<file path="src/rtl/output_capture_fifo_pkg.sv">
`default_nettype none
// ============================================================================
//  Module   : output_capture_fifo_pkg
//  Purpose  : Shared constants, types and helpers for the output capture FIFO.
//             Provides the parameter defaults. It also provides the write-side
//             classification used by the top level to tell an accepted capture
//             from a dropped one.
//  Ports    : (package - none)
//  Revision : 1.0 - initial release
// ============================================================================
package output_capture_fifo_pkg;

    localparam int c_DEFAULT_DATA_W            = 4;
    localparam int c_DEFAULT_DEPTH             = 8;
    localparam int c_DEFAULT_CAPTURE_ON_CHANGE = 1;

    // Outcome of a capture request in a given cycle.
    typedef enum logic [1:0] {
        WR_NONE   = 2'd0,   // nothing to capture
        WR_ACCEPT = 2'd1,   // value written into the FIFO
        WR_DROP   = 2'd2    // FIFO full and not draining: value lost
    } wr_action_e;

    // A full FIFO still accepts a capture when the head is popped in the
    // same cycle, because the pop frees the slot the write lands in.
    function automatic wr_action_e classify_write(
        input logic push,
        input logic full,
        input logic pop
    );
        wr_action_e action;
        action = WR_NONE;
        if (push) begin
            if (!full || pop) begin
                action = WR_ACCEPT;
            end else begin
                action = WR_DROP;
            end
        end
        return action;
    endfunction

endpackage : output_capture_fifo_pkg
`default_nettype wire

</file>
<file path="src/rtl/output_capture_fifo_sync_fifo.sv">
`default_nettype none
// ============================================================================
//  Module   : sync_fifo
//  Purpose  : Single-clock FIFO. It has a registered occupancy count and
//             wrapping pointers. The head is read combinationally from the
//             read pointer, so no fall-through occurs: a word written at an
//             edge becomes visible just after that edge.
//  Ports    : clk   - clock, rising edge
//             reset - asynchronous active-high; clears pointers and count
//             push  - write request (qualified internally against full/pop)
//             din   - write data
//             pop   - read request (ignored while empty)
//             dout  - head word (undefined content while empty)
//             full  - count == DEPTH
//             empty - count == 0
//             count - stored entries, 0..DEPTH
//  Revision : 1.0 - initial release
// ============================================================================
module sync_fifo #(
    parameter int DATA_W = 4,
    parameter int DEPTH  = 8
) (
    input  logic                       clk,
    input  logic                       reset,
    input  logic                       push,
    input  logic [DATA_W-1:0]          din,
    input  logic                       pop,
    output logic [DATA_W-1:0]          dout,
    output logic                       full,
    output logic                       empty,
    output logic [$clog2(DEPTH):0]     count
);

    localparam int c_PTR_W = $clog2(DEPTH);
    localparam int c_CNT_W = c_PTR_W + 1;

    logic [DATA_W-1:0]  r_mem [DEPTH];
    logic [c_PTR_W-1:0] r_wr_ptr;
    logic [c_PTR_W-1:0] r_rd_ptr;
    logic [c_CNT_W-1:0] r_count;

    logic w_wr_en;
    logic w_rd_en;

    assign full  = (r_count == c_CNT_W'(DEPTH));
    assign empty = (r_count == '0);
    assign count = r_count;
    assign dout  = r_mem[r_rd_ptr];

    assign w_rd_en = pop && !empty;
    // A same-cycle pop vacates the slot, so a write to a full FIFO is legal then.
    assign w_wr_en = push && (!full || w_rd_en);

    // Storage carries no reset; validity is tracked entirely by the count.
    always_ff @(posedge clk) begin
        if (w_wr_en) begin
            r_mem[r_wr_ptr] <= din;
        end
    end

    always_ff @(posedge clk or posedge reset) begin
        if (reset) begin
            r_wr_ptr <= '0;
            r_rd_ptr <= '0;
            r_count  <= '0;
        end else begin
            if (w_wr_en) begin
                r_wr_ptr <= r_wr_ptr + c_PTR_W'(1);
            end
            if (w_rd_en) begin
                r_rd_ptr <= r_rd_ptr + c_PTR_W'(1);
            end
            if (w_wr_en && !w_rd_en) begin
                r_count <= r_count + c_CNT_W'(1);
            end else if (w_rd_en && !w_wr_en) begin
                r_count <= r_count - c_CNT_W'(1);
            end
        end
    end

endmodule : sync_fifo
`default_nettype wire

</file>
<file path="src/rtl/output_capture_fifo.sv">
`default_nettype none
// ============================================================================
//  Module   : output_capture_fifo
//  Purpose  : Samples the CPU output bus every clock and records new values
//             into a FIFO. A consumer drains the FIFO over valid/ready. A
//             capture lost to a full FIFO raises a sticky overflow flag.
//  Ports    : clk          - clock, rising edge
//             reset        - asynchronous active-high; clears all state
//             in_data      - CPU output bus being monitored
//             out_data     - FIFO head, forced to 0 while out_valid = 0
//             out_valid    - head entry available
//             out_ready    - consumer takes the head this cycle
//             count        - entries stored, 0..DEPTH
//             overflow     - sticky drop indicator
//             clr_overflow - synchronous clear of overflow (a drop wins)
//  Revision : 1.0 - initial release
// ============================================================================
module output_capture_fifo
    import output_capture_fifo_pkg::*;
#(
    parameter int DATA_W            = c_DEFAULT_DATA_W,
    parameter int DEPTH             = c_DEFAULT_DEPTH,
    parameter int CAPTURE_ON_CHANGE = c_DEFAULT_CAPTURE_ON_CHANGE
) (
    input  logic                       clk,
    input  logic                       reset,
    input  logic [DATA_W-1:0]          in_data,
    output logic [DATA_W-1:0]          out_data,
    output logic                       out_valid,
    input  logic                       out_ready,
    output logic [$clog2(DEPTH):0]     count,
    output logic                       overflow,
    input  logic                       clr_overflow
);

    localparam int c_PTR_W = $clog2(DEPTH);
    localparam int c_CNT_W = c_PTR_W + 1;

    logic [DATA_W-1:0]  r_last;
    logic               r_primed;
    logic               r_overflow;

    logic               w_push;
    logic               w_pop;
    logic               w_full;
    logic               w_empty;
    logic [DATA_W-1:0]  w_dout;
    logic [c_CNT_W-1:0] w_count;
    wr_action_e         w_action;

    // ------------------------------------------------------------------
    // Capture decision
    // ------------------------------------------------------------------
    generate
        if (CAPTURE_ON_CHANGE != 0) begin : g_capture_on_change
            // Unprimed means the first sample after reset, which is always
            // recorded even when it matches the cleared last-sample register.
            assign w_push = !r_primed || (in_data != r_last);
        end else begin : g_capture_every_cycle
            assign w_push = 1'b1;
        end
    endgenerate

    always_ff @(posedge clk or posedge reset) begin
        if (reset) begin
            r_last   <= '0;
            r_primed <= 1'b0;
        end else begin
            r_last   <= in_data;
            r_primed <= 1'b1;
        end
    end

    // ------------------------------------------------------------------
    // Storage
    // ------------------------------------------------------------------
    assign w_pop = out_valid && out_ready;

    sync_fifo #(
        .DATA_W (DATA_W),
        .DEPTH  (DEPTH)
    ) u_sync_fifo (
        .clk   (clk),
        .reset (reset),
        .push  (w_push),
        .din   (in_data),
        .pop   (w_pop),
        .dout  (w_dout),
        .full  (w_full),
        .empty (w_empty),
        .count (w_count)
    );

    // ------------------------------------------------------------------
    // Overflow tracking
    // ------------------------------------------------------------------
    assign w_action = classify_write(w_push, w_full, w_pop);

    always_ff @(posedge clk or posedge reset) begin
        if (reset) begin
            r_overflow <= 1'b0;
        end else if (w_action == WR_DROP) begin
            r_overflow <= 1'b1;
        end else if (clr_overflow) begin
            r_overflow <= 1'b0;
        end
    end

    // ------------------------------------------------------------------
    // Outputs
    // ------------------------------------------------------------------
    assign out_valid = !w_empty;
    // The memory is not reset, so mask whatever stale word the read
    // pointer addresses while the FIFO is empty.
    assign out_data  = out_valid ? w_dout : '0;
    assign count     = w_count;
    assign overflow  = r_overflow;

endmodule : output_capture_fifo
`default_nettype wire

</file>
<file path="config.mk">
export PLATFORM = sky130hd
export DESIGN_NAME = output_capture_fifo
export DESIGN_NICKNAME = d
export VERILOG_FILES = /design/src/rtl/output_capture_fifo_pkg.sv /design/src/rtl/output_capture_fifo_sync_fifo.sv /design/src/rtl/output_capture_fifo.sv
export SDC_FILE = /design/constraint.sdc
export NUM_CORES = 1
export LEC_CHECK = 0
export BUFFER_PORTS_ARGS = -buffer_cell sky130_fd_sc_hd__buf_2
export CORE_MARGIN = 4
export CORE_UTILIZATION = 55
export CTS_CLUSTER_DIAMETER = 100
export DETAILED_ROUTE_END_ITERATION = 12
export HOLD_SLACK_MARGIN = 0.15
export PLACE_DENSITY = 0.82
export SYNTH_ARGS = -nofsm -noshare
export SYNTH_HDL_FRONTEND = slang
export SYNTH_SLANG_ARGS = --single-unit
export TNS_END_PERCENT = 30
</file>
<file path="constraint.sdc">
create_clock -name clk -period 3 [get_ports clk]
set_input_delay 0.15 -clock clk [delete_from_list [all_inputs] [get_ports clk]]
set_output_delay 0.15 -clock clk [all_outputs]
set_load 0.005 [all_outputs]
</file>
==> results of run 1 <==
-- how the worst max path moves through the flow --
stage                                     start  slack (ns)                               end
4_1_cts                              in_data[1]        0.09  u_sync_fifo.count[3]$_DFFE_PP0P_
3_5_place_dp   u_sync_fifo.count[1]$_DFFE_PP0P_        0.19  u_sync_fifo.count[3]$_DFFE_PP0P_
5_1_grt                              in_data[3]      -0.001  u_sync_fifo.count[3]$_DFFE_PP0P_
3_3_place_gp   u_sync_fifo.count[3]$_DFFE_PP0P_        0.32  u_sync_fifo.count[3]$_DFFE_PP0P_
2_1_floorplan  u_sync_fifo.count[1]$_DFFE_PP0P_        0.29  u_sync_fifo.count[3]$_DFFE_PP0P_
6_report       u_sync_fifo.count[1]$_DFFE_PP0P_        0.17  u_sync_fifo.count[3]$_DFFE_PP0P_
-- synth_stat cells (all sizes together) --
master,instances
nand3b,2
mux2i,4
buf,5
nor4,3
mux4,8
o22ai,1
fa,1
a221o,1
o21ai,2
a2111oi,1
ha,5
nor4b,3
xnor2,10
inv,5
a21oi,1
a21boi,1
mux2,3
conb,1
clkbuf,3
nand2,4
nand3,3
dfrtp,16
nor2,8
o211ai,1
nor4bb,1
nor3,3
a21o,1
a31oi,1
edfxtp,32
-- registers in the layout, summed over array words and instances, names as in the netlist --
name                  flops
r_primed                  1
overflow                  1
r_last                    4
u_sync_fifo.r_wr_ptr      3
u_sync_fifo.r_mem        32
u_sync_fifo.r_rd_ptr      3
u_sync_fifo.count         4
-- cells in the final DEF (no fill, tap or decap), types with 3 or more instances in the layout --
| master | n |
|---|---|
| mux2i_1 | 4 |
| nor4b_1 | 3 |
| nand3_1 | 3 |
| buf_4 | 4 |
| inv_1 | 3 |
| dfrtp_1 | 16 |
| clkbuf_8 | 6 |
| xnor2_1 | 10 |
| nand2_1 | 3 |
| buf_2 | 16 |
| dlygate4sd3_1 | 6 |
| nor3_1 | 3 |
| mux4_2 | 8 |
| edfxtp_1 | 32 |
| nor2_1 | 8 |
| ha_1 | 5 |
-- metal layers --
metal	GRT usage (%)	part of all wire, %	up-vias
met5	0	0	-
li1	-	-	538
met4	9.98	2.9	0
met2	27.8	51	38
met1	20.1	40	588
met3	4.93	5.6	12
-- power by group through the flow --
stage | Combinational, uW | Sequential, uW | Clock (uW)
2_1_floorplan | 675 | 1000 | 0
3_3_place_gp | 774 | 1120 | 0
3_5_place_dp | 810 | 1140 | 0
4_1_cts | 826 | 1120 | 493
5_1_grt | 899 | 1150 | 522
6_report | 818 | 1120 | 483
-- cell type report --
class / count / area (um2)
clock buffers: 6 / 82.6
fillers: 257 / 1260
repair buffers: 27 / 178
flip-flops and latches: 48 / 1360
inverters: 5 / 18.8
multi-input cells: 69 / 661
well taps: 48 / 60.1
clock inverters: 2 / 38.8
-- cells by family (layout without fill, tap and decap cells) --
family / Yosys count / after routing / synth area share [%]
muxes: 15 / 15 / 12.3
and+or+nand+nor: 27 / 27 / 7.44
adders and majority gates: 6 / 6 / 3.99
buffers and inverters: 13 / 40 / 2.48
xor gates and xnor gates: 10 / 10 / 4.23
other: 1 / 1 / 0.181
DFF: 48 / 48 / 65.8
AOI/OAI and AO/OA: 10 / 10 / 3.63
-- worst max-delay path, delay by kind of cell (launching register included) --
family / cells / cell delay, ns
AOI/OAI and AO/OA: 5 / 1.12
and+or+nand+nor: 2 / 0.48
DFF: 1 / 0.47
adders and majority gates: 2 / 0.47
buffers and inverters: 2 / 0.18
-- per-stage QoR --
stage	setup slack (ns)	hold WS, ns	power [uW]	area, um2	cells
floorplan	0.293	0.0637	1680	2070	130
global placement	0.316	0.233	1900	2210	191
detailed placement	0.187	0.246	1950	2210	191
CTS	0.0927	0.156	2440	2390	205
global route	-0.00126	0.171	2570	2400	205
finish	0.171	0.158	2420	2400	205
-- what timing repair did --
item / CTS / global route
hold buffers: 6 / 0
setup buffers: 0 / 0
resized for setup: 0 / 3
setup endpoints to repair: 0 / 1
endpoints found under the hold margin: 21 / 0
==> summary.md, run 1 <==
| Metric | Value |
|---|---|
| Status | finished clean |
| Clock sinks | 48 |
| Syn avg cell area | 15.9 um2 |
| Final #Nets | 170 |
| Slew headroom | 34.4% |
| CTS tree | built |
| Peak VDD IR | 0.643 mV |
| Grt total ovfl | 0 |
| # H-tree levels | 2 |
| Synth top area cells | edfxtp_1 46%, dfrtp_1 19%, mux4_2 8.7% |
| Root Driver | clkbuf_8 |
| Top Ports | 18 |
| Fin Setup TNS | 0 ns |
| Final min period | 2.83 ns |
| Worst Skew | 0.00722 ns |
| Residual DRC | 0 |
| #FFs+latches synth | 48 |
| P_sw | slightly below 800 uW |
| Gate power share | 33.7% |
| Highest net fanout along the worst path | 6 |
| Endpoints failing hold | 0 |
| Cell Area, Synth | 0.00207 mm2 |
| Worst Hold Class | in -> reg |
| Final estimated routing congestion in global placement | approximately 0.76 |
| WL final | 3680 um |
| First-pass GRT wire length | 6090 um |
| Switching Share | 32.5% |
| Vias in the first global route | approximately 1300 |
| Clk buf depth | 2 |
| Clock network power share | 19.9% |
| Clk pin slew, worst setup/hold paths | 0.08 ns |
| Syn_nets | 144 |
| Hold EP | u_sync_fifo.r_rd_ptr[2]$_DFFE_PP0P_ |
| Reg2Reg Depth | 11 |
| Sequential share of power | 46.3% |
| Initial DRC Count | 58 |
| Routed Antenna Nets | 0 |
| Seq/Total Area, Yosys | about two thirds |
| Starting density of the core | 56.5% |
| CP startpoint kind | flip-flop |
| Setup CP Type | reg -> reg |
| Total core area | roughly 0.0037 mm2 |
| Crit-path slowest cell | dfrtp_1 |
| R2R setup slack | 0.17 ns |
| Post-route clock period utilization | 94.3% |
| Drt pass-1 iters | 4 |
| RR Startpoint | u_sync_fifo.count[1]$_DFFE_PP0P_ |
| Die height | 69.3 um |
| Worst skew pair latency | 0.31 ns |
| Highest clock rate | 0.353 GHz |
| Critical Path RT | 3.19 ns |
| Layout cells sized above 1 | between 20 and 30% |
| Vias per cell | 5.74 |
| Die area | slightly below 0.005 mm2 |
| Pins over their slew limit | 0 |
| Synthesis-to-layout area growth | 16.0% |
| FF-to-FF End | u_sync_fifo.count[3]$_DFFE_PP0P_ |
| Arr. time, crit path | 3.02 ns |
| Yosys cell types | 35 |
| Max Cap Viol | 0 |
| Site Rows | 22 |
| CP most frequent cell | ha_1 |
| Int Pwr | 1630 uW |
| Detail Placement HPWL | 2450 um |
| Lkg Pwr | 0.000900 uW |
| Min-delay src | out_ready |
| Final setup vio count | 0 |
| Via Count | 1176 |
| CP Capture Type | flip-flop |
| Die X | about 69 um |
| Post-Route Utilization | 65.6% |
| Total CTS buffers | 5 |
| Antenna violations before repair | 0 |
| Mapped Cells | between 100 and 150 |
| Pwr Density | 1010 mW/mm2 |
| Mean routed wirelength per cell | 18.0 um |
| Synth top area share | between 40% and 50% |
| PortBufs | 17 |
| Post-synth top area cell | edfxtp_1 |
| Largest net degree at the start of global routing | 17 |
| Hold Path Depth | 3 |
| Number of diodes | 0 |
| Ys Warns | 0 |
| Worst-Margin Slew | 0.971 ns |
| Largest stage delay on the critical path | 0.47 ns |
| Gr usage total | 17.1% |
| Critical-path cell list | nor3_1 > nand3b_1 > o21ai_2 > inv_1 > ha_1 > inv_2 > ha_1 > a21o_1 > a2111oi_2 > a31oi_1 > a221o_1 |
Power figures use the tool's default switching activity.
==> run 2: changes to the inputs <==
- PLACE_DENSITY: 0.82 -> 0.74
==> summary.md, run 2 (synthesis results as in run 1) <==
| Metric | Value |
|---|---|
| WP buf/inv | 4 (was 2) |
| Crit-path slowest cell | dlygate4sd3_1 (was dfrtp_1) |
| PortBufs | 17 (unchanged) |
| CP startpoint kind | input port (was flip-flop) |
| Gr usage total | 16.3% (was 17.1%) |
| Final estimated routing congestion in global placement | 0.753 (was 0.758) |
| Die X | 69.3 um (unchanged) |
| Endpoints failing hold | 0 (unchanged) |
| Root Driver | clkbuf_8 (unchanged) |
| Most frequent cells in the layout | 32 x edfxtp_1, 16 x buf_2, 16 x dfrtp_1 (unchanged) |
| Met1 usage | 22.0% (was 20.1%) |
| GR Layer Usage met3 | 5.07% (was 4.93%) |
| CP Capture Type | flip-flop (unchanged) |
| Final min period | 2.77 ns (was 2.83 ns) |
| Worst-Margin Slew | 1.05 ns (was 0.971 ns) |
| CP most frequent cell | ha_1 (unchanged) |
| Critical-path cell list | dlygate4sd3_1 > buf_2 > xnor2_1 > nand3_1 > o21ai_2 > inv_1 > ha_1 > inv_2 > ha_1 > a21o_1 > a2111oi_2 > a31oi_1 > a221o_1 (was nor3_1 > nand3b_1 > o21ai_2 > inv_1 > ha_1 > inv_2 > ha_1 > a21o_1 > a2111oi_2 > a31oi_1 > a221o_1) |
| Clock sinks | 48 (unchanged) |
| Worst skew pair latency | 0.29 ns (was 0.31 ns) |
| CP startpoint | in_data[1] (was u_sync_fifo.count[1]$_DFFE_PP0P_) |
| Routed Antenna Nets | 0 (unchanged) |
| Finished Cell Area | 0.00240 mm2 (about the same) |
| Busiest grt layer | met2 (unchanged) |
| Inst Count DP | 190 (was 191) |
| Post-place setup slack | 0.246 ns (was 0.187 ns) |
| Clock network power share | 20.4% (was 19.9%) |
| Sequential share of power | 46.7% (was 46.3%) |
| Largest stage delay on the critical path | 0.52 ns (was 0.47 ns) |
| Worst Hold Class | in -> reg (unchanged) |
| # H-tree levels | 2 (unchanged) |
| Pwr Density | 1000 mW/mm2 (was 1010 mW/mm2) |
| Switching Share | 31.4% (was 32.5%) |
| Vias per cell | 5.48 (was 5.74) |
| Peak VDD IR | 0.605 mV (was 0.643 mV) |
| Lkg Pwr | 0.000898 uW (was 0.000900 uW) |
| Placed Area | 0.00220 mm2 (was 0.00221 mm2) |
| WL final | 3390 um (was 3680 um) |
| Synthesis-to-layout area growth | 15.8% (was 16.0%) |
| Final setup vio count | 0 (unchanged) |
| Antenna violations before repair | 0 (unchanged) |
| Post-route clock period utilization | 92.5% (was 94.3%) |
| Via Count | 1118 (was 1176) |
| Max Cap Viol | 0 (unchanged) |
| Mean routed wirelength per cell | 16.6 um (was 18.0 um) |
| Layout cells sized above 1 | 28.2% (was 28.7%) |
| Status | finished clean (unchanged) |
| Reg with most FFs | u_sync_fifo.r_mem (unchanged) |
| Highest net fanout along the worst path | 10 (was 6) |
| Drt pass-1 iters | 4 (unchanged) |
| Grt total ovfl | 0 (unchanged) |
| Top Ports | 18 (unchanged) |
| Clk buf depth | 2 (unchanged) |
| CTS tree | built (unchanged) |
| Total CTS buffers | 5 (unchanged) |
| RSZ-0062 raised after global routing | false |
| Residual DRC | 0 (unchanged) |
| Final #Nets | 169 (was 170) |
| Fin Setup TNS | 0 ns (unchanged) |
| Arr. time, crit path | 2.96 ns (was 3.02 ns) |
| Most common cell after layout, fill and taps aside | edfxtp_1 (unchanged) |
| Initial DRC Count | 36 (was 58) |
| Max reg flops | 32 (unchanged) |
| Met2 usage | 25.7% (was 27.8%) |
| Number of diodes | 0 (unchanged) |
| Critical Path RT | 3.18 ns (was 3.19 ns) |
| Pins over their slew limit | 0 (unchanged) |
| Vias in the first global route | 1172 (was 1250) |
| Min-delay src | out_ready (unchanged) |
| Postcts setup bufs | 0 (unchanged) |
| CP delay by family, top | compound AO/OA/AOI/OAI gates (unchanged) |
| Die height | 69.3 um (unchanged) |
| Largest net degree at the start of global routing | 17 (unchanged) |
| Worst Skew | 0.00441 ns (was 0.00722 ns) |
| P_sw | 754 uW (was 788 uW) |
| Detail Placement HPWL | 2560 um (was 2450 um) |
| Total core area | 0.00366 mm2 (unchanged) |
| Slew headroom | 28.7% (was 34.4%) |
| Clk pin slew, worst setup/hold paths | 0.08 ns (about the same) |
| Int Pwr | 1650 uW (was 1630 uW) |
| Non-filler cells in the finished layout | 204 (was 205) |
| RR Startpoint | u_sync_fifo.count[1]$_DFFE_PP0P_ (unchanged) |
| First-pass GRT wire length | 6000 um (was 6090 um) |
| Highest clock rate | 0.361 GHz (was 0.353 GHz) |
| Die area | 0.00481 mm2 (unchanged) |
| Setup ws final | 0.226 ns (was 0.171 ns) |
| Gate power share | 32.9% (was 33.7%) |
| Setup CP Type | in -> reg (was reg -> reg) |
| Site Rows | 22 (unchanged) |
| Starting density of the core | 56.5% (unchanged) |
## run 2: path summary, 6_finish.rpt
kind                       cells past startpoint  slack [ns]                                  end
max                                           13        0.23     u_sync_fifo.count[3]$_DFFE_PP0P_
min                                            3        0.16  u_sync_fifo.r_rd_ptr[0]$_DFFE_PP0P_
min in group asynchronous                      3        0.48  u_sync_fifo.r_rd_ptr[2]$_DFFE_PP0P_
min reg2reg                                    2        0.56                 overflow$_DFFE_PP0P_
max reg2reg                                   11        0.34     u_sync_fifo.count[3]$_DFFE_PP0P_
max in group asynchronous                      3        2.11                  r_last[0]$_DFF_PP0_
## run 2: metal layers
layer | part of all wire, % | wire length (um) | vias up
li1 | - | - | 535
met1 | 45 | 1510 | 550
met2 | 50 | 1680 | 27
met3 | 4.5 | 154 | 6
met4 | 1.2 | 41 | 0
met5 | 0 | 0 | -
## run 2: power groups by stage
| stage | logic [uW] | clock network, uW | registers [uW] |
|---|---|---|---|
| finish | 790 | 491 | 1120 |
| global route | 892 | 541 | 1160 |
| CTS | 807 | 505 | 1130 |
| detailed placement | 798 | 0 | 1140 |
| global placement | 769 | 0 | 1130 |
| floorplan | 675 | 0 | 1000 |
## run 2: final cells by class
type | instances | area [um2]
clock buffer | 7 | 96.3
clock inverter | 1 | 30.0
fill | 263 | 1260
inverter | 5 | 18.8
multi-input combinational | 69 | 661
sequential | 48 | 1360
tap | 48 | 60.1
timing repair buffer | 26 | 170
## run 2: worst reg2reg max path, delay by kind of cell (launching register included)
kind                       cells  cell delay, ns
DFF                            1            0.46
and+or+nand+nor                2            0.38
AOI/OAI and AO/OA              5            1.07
adders and majority gates      2            0.46
buffers and inverters          2            0.19
## run 2: repair_timing
| action | in CTS | in global routing |
|---|---|---|
| hold buffers | 6 | 0 |
| setup endpoints to repair | 0 | 1 |
| gates resized for setup | 0 | 3 |
| endpoints found under the hold margin | 21 | 0 |
## run 2: stage by stage
| stage | power (uW) | utilization, % | hold slack (ns) |
|---|---|---|---|
| floorplan | 1680 | - | 0.0637 |
| global placement | 1890 | 60.2 | 0.240 |
| detailed placement | 1940 | 60.2 | 0.255 |
| CTS | 2440 | 65.3 | 0.157 |
| global route | 2590 | 65.5 | 0.160 |
| finish | 2400 | 65.5 | 0.159 |
==> run 3: changes to the inputs <==
- ABC_AREA: default -> 1
- SLEW_MARGIN: default -> 15
- SYNTH_HIERARCHICAL: default -> 1
==> summary.md, run 3 <==
| Metric | Value |
|---|---|
| Total CTS buffers | 5 (unchanged) |
| Top-count cell post-synth | nand2_1 (was edfxtp_1) |
| Final min period | 2.73 ns (was 2.77 ns) |
| Endpoints failing hold | 0 (unchanged) |
| First-pass GRT wire length | 6730 um (was 6000 um) |
| Syn avg cell area | 8.92 um2 (was 15.9 um2) |
| Ys async rst share | 33.3% (unchanged) |
| Highest net fanout along the worst path | 8 (was 10) |
| Ys Warns | 6 (was 0) |
| Drt pass-1 iters | 4 (unchanged) |
| Starting density of the core | 58.8% (was 56.5%) |
| Detail Placement HPWL | 2880 um (was 2560 um) |
| Die height | 74.3 um (was 69.3 um) |
| Via Count | 1587 (was 1118) |
| Initial DRC Count | 55 (was 36) |
| Layout filler cell count | 336 (was 263) |
| CTS tree | built (unchanged) |
| Yosys cell types | 25 (was 35) |
| # H-tree levels | 2 (unchanged) |
| Post-layout power | 2550 uW (was 2400 uW) |
| Most common cell after layout, fill and taps aside | nand2_1 (was edfxtp_1) |
| Most frequent cells in the layout | 89 x nand2_1, 49 x nor2_1, 43 x inv_1 (was 32 x edfxtp_1, 16 x buf_2, 16 x dfrtp_1) |
| Synth top area share | 39.7% (was 46.4%) |
| Critical-path cell list | nor2_4 > nand3_2 > inv_2 > nor2_1 > inv_1 > nand4_4 > nand2_4 > inv_1 > ha_1 > inv_1 > ha_1 > or2_2 > nand2_1 > nand2_1 > nand3_1 > nand2_1 (was dlygate4sd3_1 > buf_2 > xnor2_1 > nand3_1 > o21ai_2 > inv_1 > ha_1 > inv_2 > ha_1 > a21o_1 > a2111oi_2 > a31oi_1 > a221o_1) |
| Min-delay src | out_ready (unchanged) |
| Fin Setup TNS | 0 ns (unchanged) |
| EDFF count, synth | 32 (unchanged) |
| Residual DRC | 0 (unchanged) |
| WL final | 3970 um (was 3390 um) |
| Post-synth top area cell | edfxtp_1 (unchanged) |
| Worst Skew | 0.00549 ns (was 0.00441 ns) |
| CP delay by family, top | simple AND/OR/NAND/NOR gates (was compound AO/OA/AOI/OAI gates) |
| Syn_nets | 285 (was 144) |
| Clk pin slew, worst setup/hold paths | 0.08 ns (about the same) |
| Arr. time, crit path | 2.92 ns (was 2.96 ns) |
| Crit-path slowest cell | dfrtp_1 (was dlygate4sd3_1) |
| Max Cap Viol | 0 (unchanged) |
| RSZ-0062 raised after global routing | false (unchanged) |
| Vias per cell | 4.59 (was 5.48) |
| Lkg Pwr | 0.00130 uW (was 0.000898 uW) |
| Final estimated routing congestion in global placement | 0.847 (was 0.753) |
| Cell Area, Synth | 0.00242 mm2 (was 0.00207 mm2) |
| Multi-input gate area | 833 um2 (was 661 um2) |
| Register area | 0.00136 mm2 (unchanged) |
| Largest stage delay on the critical path | 0.49 ns (was 0.52 ns) |
| Reg with most FFs | u_sync_fifo/r_mem (was u_sync_fifo.r_mem) |
| Antenna violations before repair | 0 (unchanged) |
| PortBufs | 17 (unchanged) |
| Post-route clock period utilization | 91.1% (was 92.5%) |
| CP startpoint kind | flip-flop (was input port) |
| Total core area | 0.00412 mm2 (was 0.00366 mm2) |
| Number of diodes | 0 (unchanged) |
| Clk buf depth | 2 (unchanged) |
| Setup CP Type | reg -> reg (was in -> reg) |
| Worst Hold Class | in -> reg (unchanged) |
| WP buf/inv | 4 (unchanged) |
| Layout cells sized above 1 | 12.5% (was 28.2%) |
| Largest net degree at the start of global routing | 34 (was 17) |
| Post-place setup slack | 0.188 ns (was 0.246 ns) |
| Seq/Total Area, Yosys | 56.3% (was 65.8%) |
| Top Ports | 18 (unchanged) |
| Root Driver | clkbuf_8 (unchanged) |
| Mapped Cells | 271 (was 130) |
| Highest clock rate | 0.366 GHz (was 0.361 GHz) |
| Mean routed wirelength per cell | 11.5 um (was 16.6 um) |
| Die area | 0.00552 mm2 (was 0.00481 mm2) |
| Grt total ovfl | 0 (unchanged) |
| Final setup vio count | 0 (unchanged) |
| Max reg flops | 32 (unchanged) |
| RR Startpoint | u_sync_fifo/count[0]$_DFFE_PP0P_ (was u_sync_fifo.count[1]$_DFFE_PP0P_) |
| Synth top area cells | edfxtp_1 40%, dfrtp_1 17%, nand2_1 14% (was edfxtp_1 46%, dfrtp_1 19%, mux4_2 8.7%) |
| Synth cell count leaders | 89 x nand2_1, 49 x nor2_1, 44 x inv_1 (was 32 x edfxtp_1, 16 x dfrtp_1, 10 x xnor2_1) |
| Synthesis-to-layout area growth | 9.93% (was 15.8%) |
| Slew headroom | 35.1% (was 28.7%) |
| Clock sinks | 48 (unchanged) |
| Worst skew pair latency | 0.29 ns (about the same) |
| #FFs+latches synth | 48 (unchanged) |
| Pins over their slew limit | 0 (unchanged) |
| CP startpoint | u_sync_fifo/count[0]$_DFFE_PP0P_ (was in_data[1]) |
| Setup ws final | 0.268 ns (was 0.226 ns) |
| Gr usage total | 16.4% (was 16.3%) |
| Most used DFF post-synth | edfxtp_1 (unchanged) |
| Status | finished clean (unchanged) |
| Worst-Margin Slew | 0.974 ns (was 1.05 ns) |
| CP Capture Type | flip-flop (unchanged) |
| Site Rows | 23 (was 22) |
| Final #Nets | 309 (was 169) |
| Routed Antenna Nets | 0 (unchanged) |
| Pwr Density | 959 mW/mm2 (was 1000 mW/mm2) |
| Vias in the first global route | 1450 (was 1172) |
| Die X | 74.3 um (was 69.3 um) |
| Peak VDD IR | 0.683 mV (was 0.605 mV) |
| Critical Path RT | 3.19 ns (was 3.18 ns) |
-- run 3: cells by family after synthesis --
logic type / count (synthesis) / synth area share, %
flip-flops: 48 / 56.3
XOR/XNOR: 6 / 2.79
AND/OR/NAND/NOR: 157 / 27.7
adder cells (fa/ha/maj): 6 / 3.41
AO/OA/AOI/OAI: 2 / 0.413
buffers and inverters: 51 / 9.26
other: 1 / 0.155
-- run 3: path summary, 6_finish.rpt --
kind                                                       end  cells after the start  slack, ns
max                           u_sync_fifo/count[3]$_DFFE_PP0P_                     16       0.27
min                        u_sync_fifo/r_rd_ptr[1]$_DFFE_PP0P_                      5       0.27
max reg2reg                   u_sync_fifo/count[3]$_DFFE_PP0P_                     16       0.27
min reg2reg                               overflow$_DFFE_PP0P_                      2       0.51
min in group asynchronous                   r_primed$_DFF_PP0_                      3       0.32
max in group asynchronous  u_sync_fifo/r_wr_ptr[0]$_DFFE_PP0P_                      3       2.31
-- run 3: power breakdown --
group	internal [uW]	leakage [uW]	switching, uW	total (uW)
registers	915	0.000485	223	1140
logic	449	0.000777	603	1050
clock network	162	0.0000388	198	359
total	1530	0.00130	1020	2550
-- run 3: final cells by class --
cell class / instances / area share, %
flip-flops and latches: 48 / 51.2
multi-input cells: 172 / 31.3
inverters: 44 / 6.21
repair buffers: 24 / 5.74
clock buffers: 6 / 2.73
well taps: 50 / 2.35
clock inverters: 2 / 0.424
-- run 3: stage by stage --
stage               cells  util (%)  hold WS, ns  area [um2]
CTS                   346      64.6        0.270        2660
detailed placement    332      61.1       0.0794        2510
global placement      332      61.1       0.0775        2510
finish                346      64.6        0.268        2660
global route          346      64.6        0.298        2660
floorplan             271         -      -0.0590        2420
-- run 3: worst reg2reg max path, stage by stage, from the launching register on --
cell,delay (ns)
dfrtp_1,0.49
nor2_4,0.19
nand3_2,0.13
inv_2,0.14
nor2_1,0.12
inv_1,0.11
nand4_4,0.14
nand2_4,0.12
inv_1,0.05
ha_1,0.20
inv_1,0.14
ha_1,0.27
or2_2,0.31
nand2_1,0.07
nand2_1,0.04
nand3_1,0.05
nand2_1,0.05
-- run 3: repair_timing --
| action | CTS | global route |
|---|---|---|
| resized for setup | 0 | 1 |
| endpoints found under the setup margin | 0 | 1 |
| buffers inserted | 0 | 0 |
| endpoints found under the hold margin | 21 | 0 |
| hold buffers | 6 | 0 |
-- run 3: layer usage --
metal	routed length, um	part of all wire, %	up-vias	GRT usage, %
met5	0	0	-	0
met2	1860	47	20	26.8
li1	-	-	866	-
met3	130	3.3	5	2.43
met1	1930	48	696	22.3
met4	61	1.5	0	6.52
